File: config.mk
export PLATFORM = sky130hd
export DESIGN_NAME = regfile_sb
export DESIGN_NICKNAME = d
export VERILOG_FILES = /design/src/rtl/regfile_sb.sv
export SDC_FILE = /design/constraint.sdc
export NUM_CORES = 1
export LEC_CHECK = 0
export ABC_AREA = 1
export BUFFER_PORTS_ARGS = -buffer_cell sky130_fd_sc_hd__buf_2
export CAP_MARGIN = 20
export CORE_MARGIN = 5
export CORE_UTILIZATION = 30
export CTS_BUF_LIST = sky130_fd_sc_hd__clkbuf_16
export DETAILED_ROUTE_END_ITERATION = 12
export MAX_ROUTING_LAYER = met4
export PLACE_DENSITY = 0.57
export SYNTH_ARGS = -nofsm -noshare
export SYNTH_HDL_FRONTEND = slang
export SYNTH_SLANG_ARGS = --single-unit
File: constraint.sdc
create_clock -name clk -period 2.64 [get_ports clk]
set_input_delay 0.528 -clock clk [delete_from_list [all_inputs] [get_ports clk]]
set_output_delay 0.528 -clock clk [all_outputs]
set_load 0.02 [all_outputs]
File: src/rtl/regfile_sb.sv
// Register file with per-register pending (scoreboard) bits, write-through read bypass,
// optional hardwired-zero register 0 and a registered copy of the top register.
module regfile_sb #(
  parameter int DATA_W  = 32,
  parameter int ADDR_W  = 3,
  parameter int ZERO_R0 = 0
) (
  input  logic                     clk,
  input  logic                     rst_n,
  input  logic [ADDR_W-1:0]        rd1_reg,
  input  logic [ADDR_W-1:0]        rd2_reg,
  output logic [DATA_W-1:0]        rd1_data,
  output logic [DATA_W-1:0]        rd2_data,
  output logic                     rd1_busy,
  output logic                     rd2_busy,
  input  logic                     wr_en,
  input  logic [ADDR_W-1:0]        wr_reg,
  input  logic [DATA_W-1:0]        wr_data,
  input  logic                     pend_en,
  input  logic [ADDR_W-1:0]        pend_reg,
  output logic [DATA_W-1:0]        special_q,
  output logic [(1<<ADDR_W)-1:0]   busy_vec
);
  localparam int N = 1 << ADDR_W;
  localparam int NPORT = 2;

  logic [N-1:0][DATA_W-1:0] regs_q, regs_d;
  logic [N-1:0]             pend_q, pend_d;
  logic [DATA_W-1:0]        special_d;
  logic                     wr_ok, pend_ok;

  // Traffic aimed at a hardwired-zero r0 is dropped before it reaches storage.
  assign wr_ok   = wr_en   & ~((ZERO_R0 != 0) && (wr_reg   == '0));
  assign pend_ok = pend_en & ~((ZERO_R0 != 0) && (pend_reg == '0));

  // Set applied after clear so a same-cycle issue/writeback leaves the bit set.
  always_comb begin
    regs_d = regs_q;
    pend_d = pend_q;
    if (wr_ok) begin
      regs_d[wr_reg] = wr_data;
      pend_d[wr_reg] = 1'b0;
    end
    if (pend_ok) pend_d[pend_reg] = 1'b1;
    special_d = regs_d[N-1];
  end

  always_ff @(posedge clk) begin
    if (!rst_n) begin
      regs_q    <= '0;
      pend_q    <= '0;
      special_q <= '0;
    end else begin
      regs_q    <= regs_d;
      pend_q    <= pend_d;
      special_q <= special_d;
    end
  end

  assign busy_vec = pend_q;

  logic [NPORT-1:0][ADDR_W-1:0] rd_reg;
  logic [NPORT-1:0][DATA_W-1:0] rd_data;
  logic [NPORT-1:0]             rd_busy;

  assign rd_reg = {rd2_reg, rd1_reg};

  for (genvar p = 0; p < NPORT; p++) begin : g_rd
    logic hit, zero;
    assign hit  = wr_ok && (wr_reg == rd_reg[p]);
    assign zero = (ZERO_R0 != 0) && (rd_reg[p] == '0);
    // A same-cycle pend is deliberately invisible here; only writeback bypasses.
    assign rd_data[p] = zero ? '0   : hit ? wr_data : regs_q[rd_reg[p]];
    assign rd_busy[p] = zero ? 1'b0 : (pend_q[rd_reg[p]] & ~hit);
  end

  assign rd1_data = rd_data[0];
  assign rd2_data = rd_data[1];
  assign rd1_busy = rd_busy[0];
  assign rd2_busy = rd_busy[1];
endmodule

### After elaboration in Yosys (flattened, before gate mapping)

Cells that the tools add are included.

| operators by class | value |
|---|---|
| magnitude comparators | 6 |
| equality and inequality tests | 2 |
| multiplexer cells | 19 |
| bitwise operators | 7 |
| reduce and logical (&&, ||, !) cells | 4 |

Operator list:

| operator | number |
|---|---|
| 256-bit bitwise mux | 1 |
| 32-bit binary-select mux with 3-bit select | 2 |
| 32-bit 2-to-1 mux | 5 |
| 32-bit demux with 3-bit select | 1 |
| 3-bit by 4-bit less-than comparator with 1-bit output (second input constant) | 4 |
| 8-bit 2-to-1 mux | 2 |
| 8-bit bitwise AND | 1 |
| 8-bit inverter | 1 |
| 8-bit OR | 1 |
| 1-bit binary-select mux with 3-bit select | 2 |
| 1-bit demux with 3-bit select | 2 |
| 3-bit == test | 2 |
| 3-bit by 1-bit >= comparator with 1-bit output (second input constant) | 2 |
| 1-bit logical AND | 4 |
| 1-bit 2-to-1 mux | 4 |
| 1-bit bitwise AND | 2 |
| 1-bit inverter | 2 |

| storage, ports and cells | value |
|---|---|
| register bits after elaboration | 264 |
| logic and storage cells | 47 |

### Longest topological paths before layout

Gate-level depths: netlist (run 1).

| logic depth | value |
|---|---|
| depth after elaboration | 9 |
| mapped depth | 10 |
| gate-level depth less buffers | 8 |

### Least setup slack after synthesis (run 1)

OpenSTA, ideal clock, no wires.

| timing path | value |
|---|---|
| path type | in2out |
| from | in rd1_reg[0] |
| to | out rd1_busy |
| data arrival time | 1.549 ns |
| data required time | 2.112 ns |
| path slack | 0.563 ns |
| stages | 8 |
| cells stage by stage | buf_4 inv_2 buf_4 buf_2 nor2_1 nor2_1 nor2_1 nor2_1 |

| between the ends | value |
|---|---|
| word-level cells in the longest chain between the ends | 4 |

RTL lines:

| what | line | RTL |
|---|---|---|
| start: declaration | 10 | `input logic [ADDR_W-1:0] rd1_reg,` |
| parallel branches: the longest is 3 deep, another holds 1-bit binary-select mux with 3-bit select | -- |  |
| 1-bit bitwise AND * | 74 | `assign rd_busy[p] = zero ? 1'b0 : (pend_q[rd_reg[p]] & ~hit);` |
| end: declaration | 14 | `output logic rd1_busy,` |

Mark *: on every way between the ends. The select of a mux whose other input is x is not followed.

### Final worst setup path (run 1)

| timing path | value |
|---|---|
| from | in rd2_reg[0] |
| to | out rd2_busy |

| between the ends | value |
|---|---|
| word-level cells in the longest chain between the ends | 4 |

RTL lines:

| what | line | RTL |
|---|---|---|
| start: declaration | 11 | `input logic [ADDR_W-1:0] rd2_reg,` |
| parallel branches: the longest is 3 deep, another holds 1-bit binary-select mux with 3-bit select | -- |  |
| 1-bit bitwise AND * | 74 |  |
| end: declaration | 15 | `output logic rd2_busy,` |

Marks and branches as above.

==> results of run 1 <==
-- power groups by stage --
stage | logic [µW] | registers, µW | clock network (µW)
finish | 2030 | 4170 | 4500
global route | 2240 | 4180 | 4760
CTS | 2030 | 4170 | 4620
detailed placement | 2030 | 4260 | 0
global placement | 2000 | 4250 | 0
floorplan | 1380 | 4250 | 0
-- cell usage in the layout (no fill, tap or decap) --
cell / n
a21oi_1: 264
buf_12: 32
buf_2: 150
buf_4: 43
buf_6: 1
bufinv_16: 3
clkbuf_16: 35
clkinv_1: 5
clkinv_2: 7
dfxtp_1: 264
diode_2: 2
inv_1: 273
inv_2: 10
inv_4: 2
inv_6: 1
nand2_1: 677
nand2_2: 10
nand3_1: 450
nand4_1: 8
nor2_1: 17
nor2_2: 1
o211ai_1: 2
o21ai_0: 159
o21ai_1: 104
-- flip-flops by register name (all words and copies together) (netlist names) --
register,flops
busy_vec,8
regs_q,256
-- cell type report --
type | instances | area [µm²] | area share (%)
antenna | 2 | 5.00 | 0.0284
tap | 680 | 851 | 4.83
timing repair buffer | 226 | 1730 | 9.80
clock inverter | 24 | 183 | 1.04
multi-input combinational | 1692 | 7630 | 43.3
inverter | 277 | 1040 | 5.94
sequential | 264 | 5290 | 30.0
clock buffer | 35 | 876 | 4.98
-- layer usage --
metal | GRT usage, % | wire length (µm) | vias up
met1 | 25.9 | 25100 | 7437
met4 | 6.17 | 1750 | 0
met5 | - | 0 | -
met3 | 3.05 | 4000 | 129
li1 | - | - | 8025
met2 | 31.2 | 25500 | 639
-- path summary, 6_finish.rpt --
path,to,from
worst max-delay path,rd2_busy,rd2_reg[0]
worst min-delay path,busy_vec[7],pend_reg[0]
worst max register to register,regs_q[255],regs_q[255]
worst min register to register,regs_q[94],regs_q[94]
-- cell families after synthesis --
logic type | after synthesis | synth area share, %
compound gates | 529 | 17.2
buf+inv | 539 | 16.3
flops | 264 | 34.3
simple gates | 1163 | 32.2
-- worst max-delay path: cells and delay by family --
kind	cells	cell delay, ps
and+or+nand+nor	2	230
AOI/OAI and AO/OA	2	330
buffers and inverters	3	780
-- per-stage QoR --
step                      setup slack [ps]  instance area, µm²
final                                  246               17600
after global routing                   166               17600
after CTS                              275               17600
after detailed placement               280               16500
after global placement                 224               16500
after floorplan                        563               15400
==> impl_metrics.env, run 1 <==
export IMPL_outcome="complete, no violations"
export IMPL_hp_class="primary input to register"
export IMPL_setup_viol=0
export IMPL_fill_cells=5542
export IMPL_cts_max_level=2
export IMPL_synth_area_top_cells="dfxtp_1 34%, nand2_1 17%, nand3_1 15%"
export IMPL_drive_above_1_share_pct=11.7
export IMPL_vdd_drop_max_v=0.000364
export IMPL_route_vias_total=16200
export IMPL_net_switching_power_uw=3250
export IMPL_arrival_ps=1870
export IMPL_grt_max_degree=92
export IMPL_crit_path_end_kind="output port"
export IMPL_reg2regPathDepth=2
export IMPL_die_width_um=237
export IMPL_post_route_drc_count=0
export IMPL_crit_chain="buf_4, buf_4, o21ai_0, o21ai_0, nor2_1, nor2_1, buf_2"
export IMPL_finalHoldViolCount=0
export IMPL_dp_hpwl_um=35700
export IMPL_io_pins=154
export IMPL_postCtsSetupBuffers=0
export IMPL_ys_flop_type="dfxtp_1"
export IMPL_finalNonFillerCells=3200
export IMPL_syn2layout_area_growth_pct=14.2
export IMPL_p_per_area_nw_per_um2=608
export IMPL_antenna_left=0
export IMPL_synth_top_area_share_pct=34.3
export IMPL_syn_num_nets=2543
export IMPL_p_sw_share_pct=30.4
export IMPL_yosysSeqAreaShare_pct=34.3
export IMPL_holdWs_ps=330
export IMPL_p_total_uw=10700
export IMPL_worstMarginPinSlew_ps=651
export IMPL_power_internal_uw=7450
export IMPL_port_buffers=153
export IMPL_dp_cells=3139
export IMPL_routed_wl_um=56400
export IMPL_crit_path_start_kind="primary input"
export IMPL_pwr_share_seq_pct=39.0
export IMPL_clockBufferDepth=3
export IMPL_clock_latency_ps=510
export IMPL_hold_buffers=0
export IMPL_slew_headroom_pct=56.4
export IMPL_synth_most_common_cell="nand2_1"
export IMPL_grt_use_total_pct=19.7
export IMPL_place_congestion=0.880
export IMPL_nNetsFinal=2543
export IMPL_r2r_slack_ps=1910
export IMPL_synth_area_um2=15400
export IMPL_async_flop_share_pct=0
export IMPL_grt_setup_unrepaired="false"
export IMPL_ys_types=18
export IMPL_synth_enable_flop_cells=0
export IMPL_ys_ff_latch=264
export IMPL_syn_inst=2495
export IMPL_first_pass_iters=7
export IMPL_critical_path_peak_fanout=43
export IMPL_clkSlewWorstSetupHoldPaths_ps=50
export IMPL_critical_path_slowest_cell="buf_4"
export IMPL_grt_pass1_vias=15100
export IMPL_antenna_found_initial=2
export IMPL_max_freq_ghz=0.418
export IMPL_vias_per_cell=5.07
export IMPL_grt_overflow=0
export IMPL_cts_root_buf="clkbuf_16"
export IMPL_p_comb_share_pct=19.0
export IMPL_cp_data_required_time_ps=2110
export IMPL_crit_path_max_incr_delay_ps=440
export IMPL_period_share_pct=90.7
export IMPL_slew_violations=0
export IMPL_dieArea_um2=56000
export IMPL_clkSinkCount=264
export IMPL_start_util_pct=30.2
export IMPL_wire_per_inst_um=17.6
export IMPL_grt_pass1_wl_um=87100
export IMPL_post_route_util_pct=34.4
export IMPL_synth_area_leader_cell="dfxtp_1"
export IMPL_yosys_warnings=0
export IMPL_dr_first_iter_drc_count=1550
export IMPL_die_height_um=237
export IMPL_tns_ps=0
export IMPL_cap_viol_max_count=0
export IMPL_cts_buffers=34
export IMPL_cts_tree="built"
export IMPL_synth_top_cells_by_count="685 x nand2_1, 450 x nand3_1, 266 x inv_1"
export IMPL_placeableCoreArea_um2=51100
export IMPL_criticalPathCategory="primary input to output port"
export IMPL_layout_min_cycle_time_ps=2390
export IMPL_fin_skew_ps=0
export IMPL_power_share_clock_pct=42.0
export IMPL_cts_resized=0
export IMPL_rows=83
export IMPL_syn_area_per_cell_um2=6.17
export IMPL_worstHoldPathCells=3
export IMPL_power_leakage_uw=0.00816
Power figures use the tool's default switching activity.
==> run 2: changes to the inputs <==
==> constraint.sdc (replaced) <==
create_clock -name clk -period 2.64 [get_ports clk]
set_input_delay 0.132 -clock clk [delete_from_list [all_inputs] [get_ports clk]]
set_output_delay 0.132 -clock clk [all_outputs]
set_load 0.02 [all_outputs]
==> run 2 against run 1 <==
  * Cell area shrank 1.0%
  * First-iteration DRC count increased by 5.6%
  * Clock skew is the same
  * Critical endpoint is now rd1_data[30]
  * Largest cell class unchanged
  * Largest power group unchanged
  * Highest routed layer unchanged
==> impl_metrics.env, run 2 (synthesis results as in run 1) <==
export IMPL_grt_pass1_wl_um=87700
export IMPL_outcome="complete, no violations"
export IMPL_nNetsFinal=2536
export IMPL_dr_first_iter_drc_count=1637
export IMPL_path_delay_family="buffers and inverters"
export IMPL_antenna_found_initial=3
export IMPL_r2r_slack_ps=1910
export IMPL_slew_headroom_pct=39.8
export IMPL_power_leakage_uw=0.00802
export IMPL_critPathBufInv=4
export IMPL_grt_overflow=0
export IMPL_post_route_util_pct=34.1
export IMPL_grt_max_degree=135
export IMPL_clkSinkCount=264
export IMPL_crit_path_start_kind="primary input"
export IMPL_grt_setup_unrepaired="false"
export IMPL_route_vias_total=16300
export IMPL_routed_top_layer="met4"
export IMPL_dp_hpwl_um=32900
export IMPL_rows=83
export IMPL_final_common_cell="nand2_1"
export IMPL_hold_start="wr_data[20]"
export IMPL_arrival_ps=1740
export IMPL_critical_path_peak_fanout=74
export IMPL_cts_max_level=2
export IMPL_layout_min_cycle_time_ps=1870
export IMPL_cts_buffers=34
export IMPL_critical_path_slowest_cell="buf_12"
export IMPL_wl_met3_um=4750
export IMPL_cts_tree="built"
export IMPL_finalHoldViolCount=0
export IMPL_clock_latency_ps=530
export IMPL_drive_above_1_share_pct=10.7
export IMPL_hp_class="primary input to register"
export IMPL_cp_data_required_time_ps=2510
export IMPL_io_pins=154
export IMPL_antenna_left=0
export IMPL_wire_per_inst_um=17.8
export IMPL_met2_length_um=25200
export IMPL_period_share_pct=71.0
export IMPL_grt_use_total_pct=19.9
export IMPL_path_depth=10
export IMPL_max_freq_ghz=0.534
export IMPL_crit_top_cell="nand2_1"
export IMPL_clkSlewWorstSetupHoldPaths_ps=60
export IMPL_worstMarginPinSlew_ps=903
export IMPL_largest_reg_flops=256
export IMPL_vdd_drop_max_v=0.000313
export IMPL_routed_wl_um=56800
export IMPL_reg2reg_from="regs_q[255]"
export IMPL_post_route_drc_count=0
export IMPL_syn2layout_area_growth_pct=13.1
export IMPL_setup_viol=0
export IMPL_regMostFlops="regs_q"
export IMPL_die_height_um=237
export IMPL_worstHoldPathCells=3
export IMPL_crit_path_max_incr_delay_ps=390
export IMPL_dieArea_um2=56000
export IMPL_crit_path_end_kind="output port"
export IMPL_start_util_pct=30.2
export IMPL_wl_met1_um=25100
export IMPL_reg2regPathDepth=2
export IMPL_tns_ps=0
export IMPL_crit_chain="buf_4, inv_4, buf_12, nand2_1, nand3_1, nand3_1, nand2_1, nand2_1, nand2_1, buf_2"
export IMPL_cap_viol_max_count=0
export IMPL_first_pass_iters=6
export IMPL_cts_root_buf="clkbuf_16"
export IMPL_vias_per_cell=5.09
export IMPL_port_buffers=153
export IMPL_placeableCoreArea_um2=51100
export IMPL_p_per_area_nw_per_um2=630
export IMPL_place_congestion=0.821
export IMPL_fin_skew_ps=0
export IMPL_slew_violations=0
export IMPL_postCtsSetupBuffers=0
export IMPL_criticalPathCategory="primary input to output port"
export IMPL_die_width_um=237
export IMPL_grt_pass1_vias=15000
export IMPL_clockBufferDepth=3
export IMPL_most_common_layout_cells="677 x nand2_1, 450 x nand3_1, 267 x inv_1, 264 x a21oi_1, 264 x dfxtp_1"
export IMPL_cp_startpoint="rd1_reg[0]"
==> run 2: cell types whose count changed in the layout (fill, tap and decap cells not counted) <==
cell	delta
clkbuf_16	+2
bufinv_16	+1
clkinv_2	+3
buf_4	-11
diode_2	+1
buf_12	-22
inv_1	-6
clkinv_1	+2
dlygate4sd3_1	+26
==> run 2: final timing paths <==
check,endpoint
max reg2reg,regs_q[255]
max,rd1_data[30]
min,regs_q[148]
min reg2reg,regs_q[94]
==> run 2: cell type report <==
type | instances | area (µm²)
fill | 5502 | 33700
clock inverter | 24 | 213
sequential | 264 | 5290
inverter | 277 | 1040
clock buffer | 37 | 926
tap | 680 | 851
antenna | 3 | 7.51
timing repair buffer | 219 | 1460
multi-input combinational | 1692 | 7630
==> run 2: layer usage <==
metal	GRT usage, %	vias to the layer above
li1	-	7999
met1	26.5	7445
met2	30.2	705
met3	4.04	116
met4	6.96	0
met5	-	-
==> run 2: tightest hold or removal path: stages <==
cell and delay, ps:
buf_2 180, o21ai_1 150, a21oi_1 50
==> run 2: power by group <==
part / switching [µW] / internal, µW / leakage, µW / total (µW)
clock network: 1910 / 2920 / 0.000578 / 4820
logic: 1390 / 594 / 0.00530 / 1980
registers: 43.2 / 4130 / 0.00215 / 4170
==> run 2: per-stage QoR <==
step / worst slack, ps / total power [µW] / hold slack [ps] / cell area, µm² / cells
after global placement: 798 / 6180 / 447 / 16000 / 3106
final: 766 / 11000 / 17.8 / 17400 / 3196
after detailed placement: 764 / 6210 / 454 / 16000 / 3106
after CTS: 766 / 11100 / 0.993 / 17400 / 3193
after floorplan: 1350 / 5630 / 286 / 15400 / 2495
after global routing: 651 / 11400 / 24.2 / 17400 / 3196
==> run 2: what timing repair did <==
item | 4_1_cts | 5_1_grt
hold buffers | 26 | 0
resized for setup | 0 | 0
hold endpoints to repair | 108 | 0
==> run 3: changes to the inputs <==
--- a/config.mk
+++ b/config.mk
@@ -13,7 +13,7 @@
 export CTS_BUF_LIST = sky130_fd_sc_hd__clkbuf_16
 export DETAILED_ROUTE_END_ITERATION = 12
 export MAX_ROUTING_LAYER = met4
-export PLACE_DENSITY = 0.57
+export PLACE_DENSITY = 0.59
 export SYNTH_ARGS = -nofsm -noshare
 export SYNTH_HDL_FRONTEND = slang
 export SYNTH_SLANG_ARGS = --single-unit
==> constraint.sdc (replaced) <==
create_clock -name clk -period 1.7 [get_ports clk]
set_input_delay 0.085 -clock clk [delete_from_list [all_inputs] [get_ports clk]]
set_output_delay 0.085 -clock clk [all_outputs]
set_load 0.02 [all_outputs]
==> run 3 against run 2 <==
  * Sequential cell count unchanged
  * Final cell count increased by 0.94%
  * First-iteration DRC count decreased by 16%
  * Total power increased by 54%
  * Critical path type is now register to output port
  * Highest routed layer unchanged
==> impl_metrics.env, run 3 (synthesis results as in run 1) <==
export IMPL_grt_pass1_wl_um=87900
export IMPL_clkSlewWorstSetupHoldPaths_ps=60
export IMPL_io_pins=154
export IMPL_reg2reg_from="busy_vec[3]"
export IMPL_vdd_drop_max_v=0.000483
export IMPL_clock_latency_ps=540
export IMPL_post_route_drc_count=0
export IMPL_drive_above_1_share_pct=13.5
export IMPL_cap_viol_max_count=0
export IMPL_largest_reg_flops=256
export IMPL_wire_per_inst_um=17.5
export IMPL_layout_min_cycle_time_ps=1620
export IMPL_slew_headroom_pct=60.3
export IMPL_nNetsFinal=2571
export IMPL_regMostFlops="regs_q"
export IMPL_fin_ws_ps=77.3
export IMPL_placeableCoreArea_um2=51100
export IMPL_die_height_um=237
export IMPL_cts_max_level=2
export IMPL_cp_data_required_time_ps=1620
export IMPL_power_leakage_uw=0.00835
export IMPL_outcome="complete, no violations"
export IMPL_r2r_slack_ps=1030
export IMPL_clockBufferDepth=3
export IMPL_crit_path_start_kind="register"
export IMPL_setup_viol=0
export IMPL_port_buffers=153
export IMPL_first_pass_iters=7
export IMPL_crit_path_end_kind="output port"
export IMPL_hp_class="primary input to register"
export IMPL_critical_path_peak_fanout=3
export IMPL_cp_startpoint="regs_q[126]"
export IMPL_finalHoldViolCount=0
export IMPL_syn2layout_area_growth_pct=17.8
export IMPL_fill_cells=5638
export IMPL_grt_use_total_pct=19.9
export IMPL_antenna_left=0
export IMPL_reg2regPathDepth=2
export IMPL_cts_tree="built"
export IMPL_clkSinkCount=264
export IMPL_arrival_ps=1540
export IMPL_criticalPathCategory="register to output port"
export IMPL_finalNonFillerCells=3226
export IMPL_post_place_ws_ps=137
export IMPL_vias_per_cell=4.92
export IMPL_slew_violations=0
export IMPL_p_total_uw=16900
export IMPL_dr_first_iter_drc_count=1369
export IMPL_start_util_pct=30.2
export IMPL_grt_max_degree=71
export IMPL_grt_overflow=0
export IMPL_cts_buffers=34
export IMPL_antenna_found_initial=1
export IMPL_holdWs_ps=130
export IMPL_grt_pass1_vias=14900
export IMPL_fin_skew_ps=0
export IMPL_max_freq_ghz=0.616
export IMPL_die_width_um=237
export IMPL_place_congestion=0.811
export IMPL_period_share_pct=95.5
export IMPL_worstReg2RegEnd="busy_vec[3]"
export IMPL_p_per_area_nw_per_um2=934
export IMPL_cts_root_buf="clkbuf_16"
export IMPL_dieArea_um2=56000
export IMPL_postCtsSetupBuffers=0
export IMPL_routed_wl_um=56300
export IMPL_most_common_layout_cells="671 x nand2_1, 427 x nand3_1, 264 x a21oi_1, 252 x inv_1, 252 x dfxtp_1"
export IMPL_route_vias_total=15900
export IMPL_rows=83
export IMPL_dp_hpwl_um=33500
export IMPL_worstMarginPinSlew_ps=596
export IMPL_tns_ps=0
export IMPL_final_common_cell="nand2_1"
export IMPL_worstSetupEndpoint="rd1_data[30]"
export IMPL_dp_cells=3127
run 3: changes by cell type in the layout (fill, tap and decap cells not counted), moves of 14 or more:
cell | previous run | this run
nand3_1 | 450 | 427
buf_4 | 32 | 58
dlygate4sd3_1 | 26 | 40
inv_1 | 267 | 252
inv_2 | 10 | 29
buf_2 | 150 | 121
buf_12 | 10 | 31
nand3_2 | 0 | 23
run 3: power by group:
part | internal, µW | total [µW] | switching (µW)
Combinational | 1100 | 3280 | 2180
Clock | 4310 | 7180 | 2870
Sequential | 6410 | 6480 | 67.2
run 3: how the worst min path moves through the flow:
| stage | endpoint | startpoint | cells past startpoint |
|---|---|---|---|
| after global routing | regs_q[162] | wr_reg[1] | 4 |
| after global placement | busy_vec[5] | pend_reg[0] | 3 |
| after floorplan | busy_vec[7] | pend_reg[0] | 2 |
| after CTS | regs_q[162] | wr_reg[1] | 4 |
| final | regs_q[162] | wr_reg[1] | 4 |
| after detailed placement | busy_vec[7] | pend_reg[0] | 3 |
run 3: final cells by class:
class	instances	area, µm²	share of cell area (%)
clock inverters	23	201	1.11
well taps	680	851	4.69
multi-input cells	1692	7760	42.8
repair buffers	254	2100	11.6
flip-flops and latches	264	5300	29.2
inverters	277	1040	5.76
clock buffers	35	876	4.83
diodes	1	2.50	0.0138
run 3: metrics by stage:
step,instance area (µm²),utilization (%)
after floorplan,15400,-
after global placement,16400,32.2
after detailed placement,16400,32.2
after CTS,18000,35.1
after global routing,18100,35.5
final,18100,35.5
run 3: timing repair:
| action | 4_1_cts | 5_1_grt |
|---|---|---|
| hold endpoints to repair | 257 | 0 |
| resized for setup | 10 | 86 |
| pin swaps | 0 | 10 |
| hold buffers | 40 | 0 |
| setup endpoints to repair | 10 | 37 |
run 3: worst max-delay path: stages (launching register included):
cell and delay (ps):
dfxtp_1 350, nand2_1 60, nand3_1 80, nand3_1 90
nand2_1 80, nand2_1 50, nand2_1 140, buf_4 170
run 3: layer usage:
layer,part of all wire [%],global-route usage (%),vias up
met5,0,-,-
met3,6.2,3.07,94
met1,44,25.5,7224
met2,47,32.4,491
li1,-,-,8074
met4,2.5,6.33,0
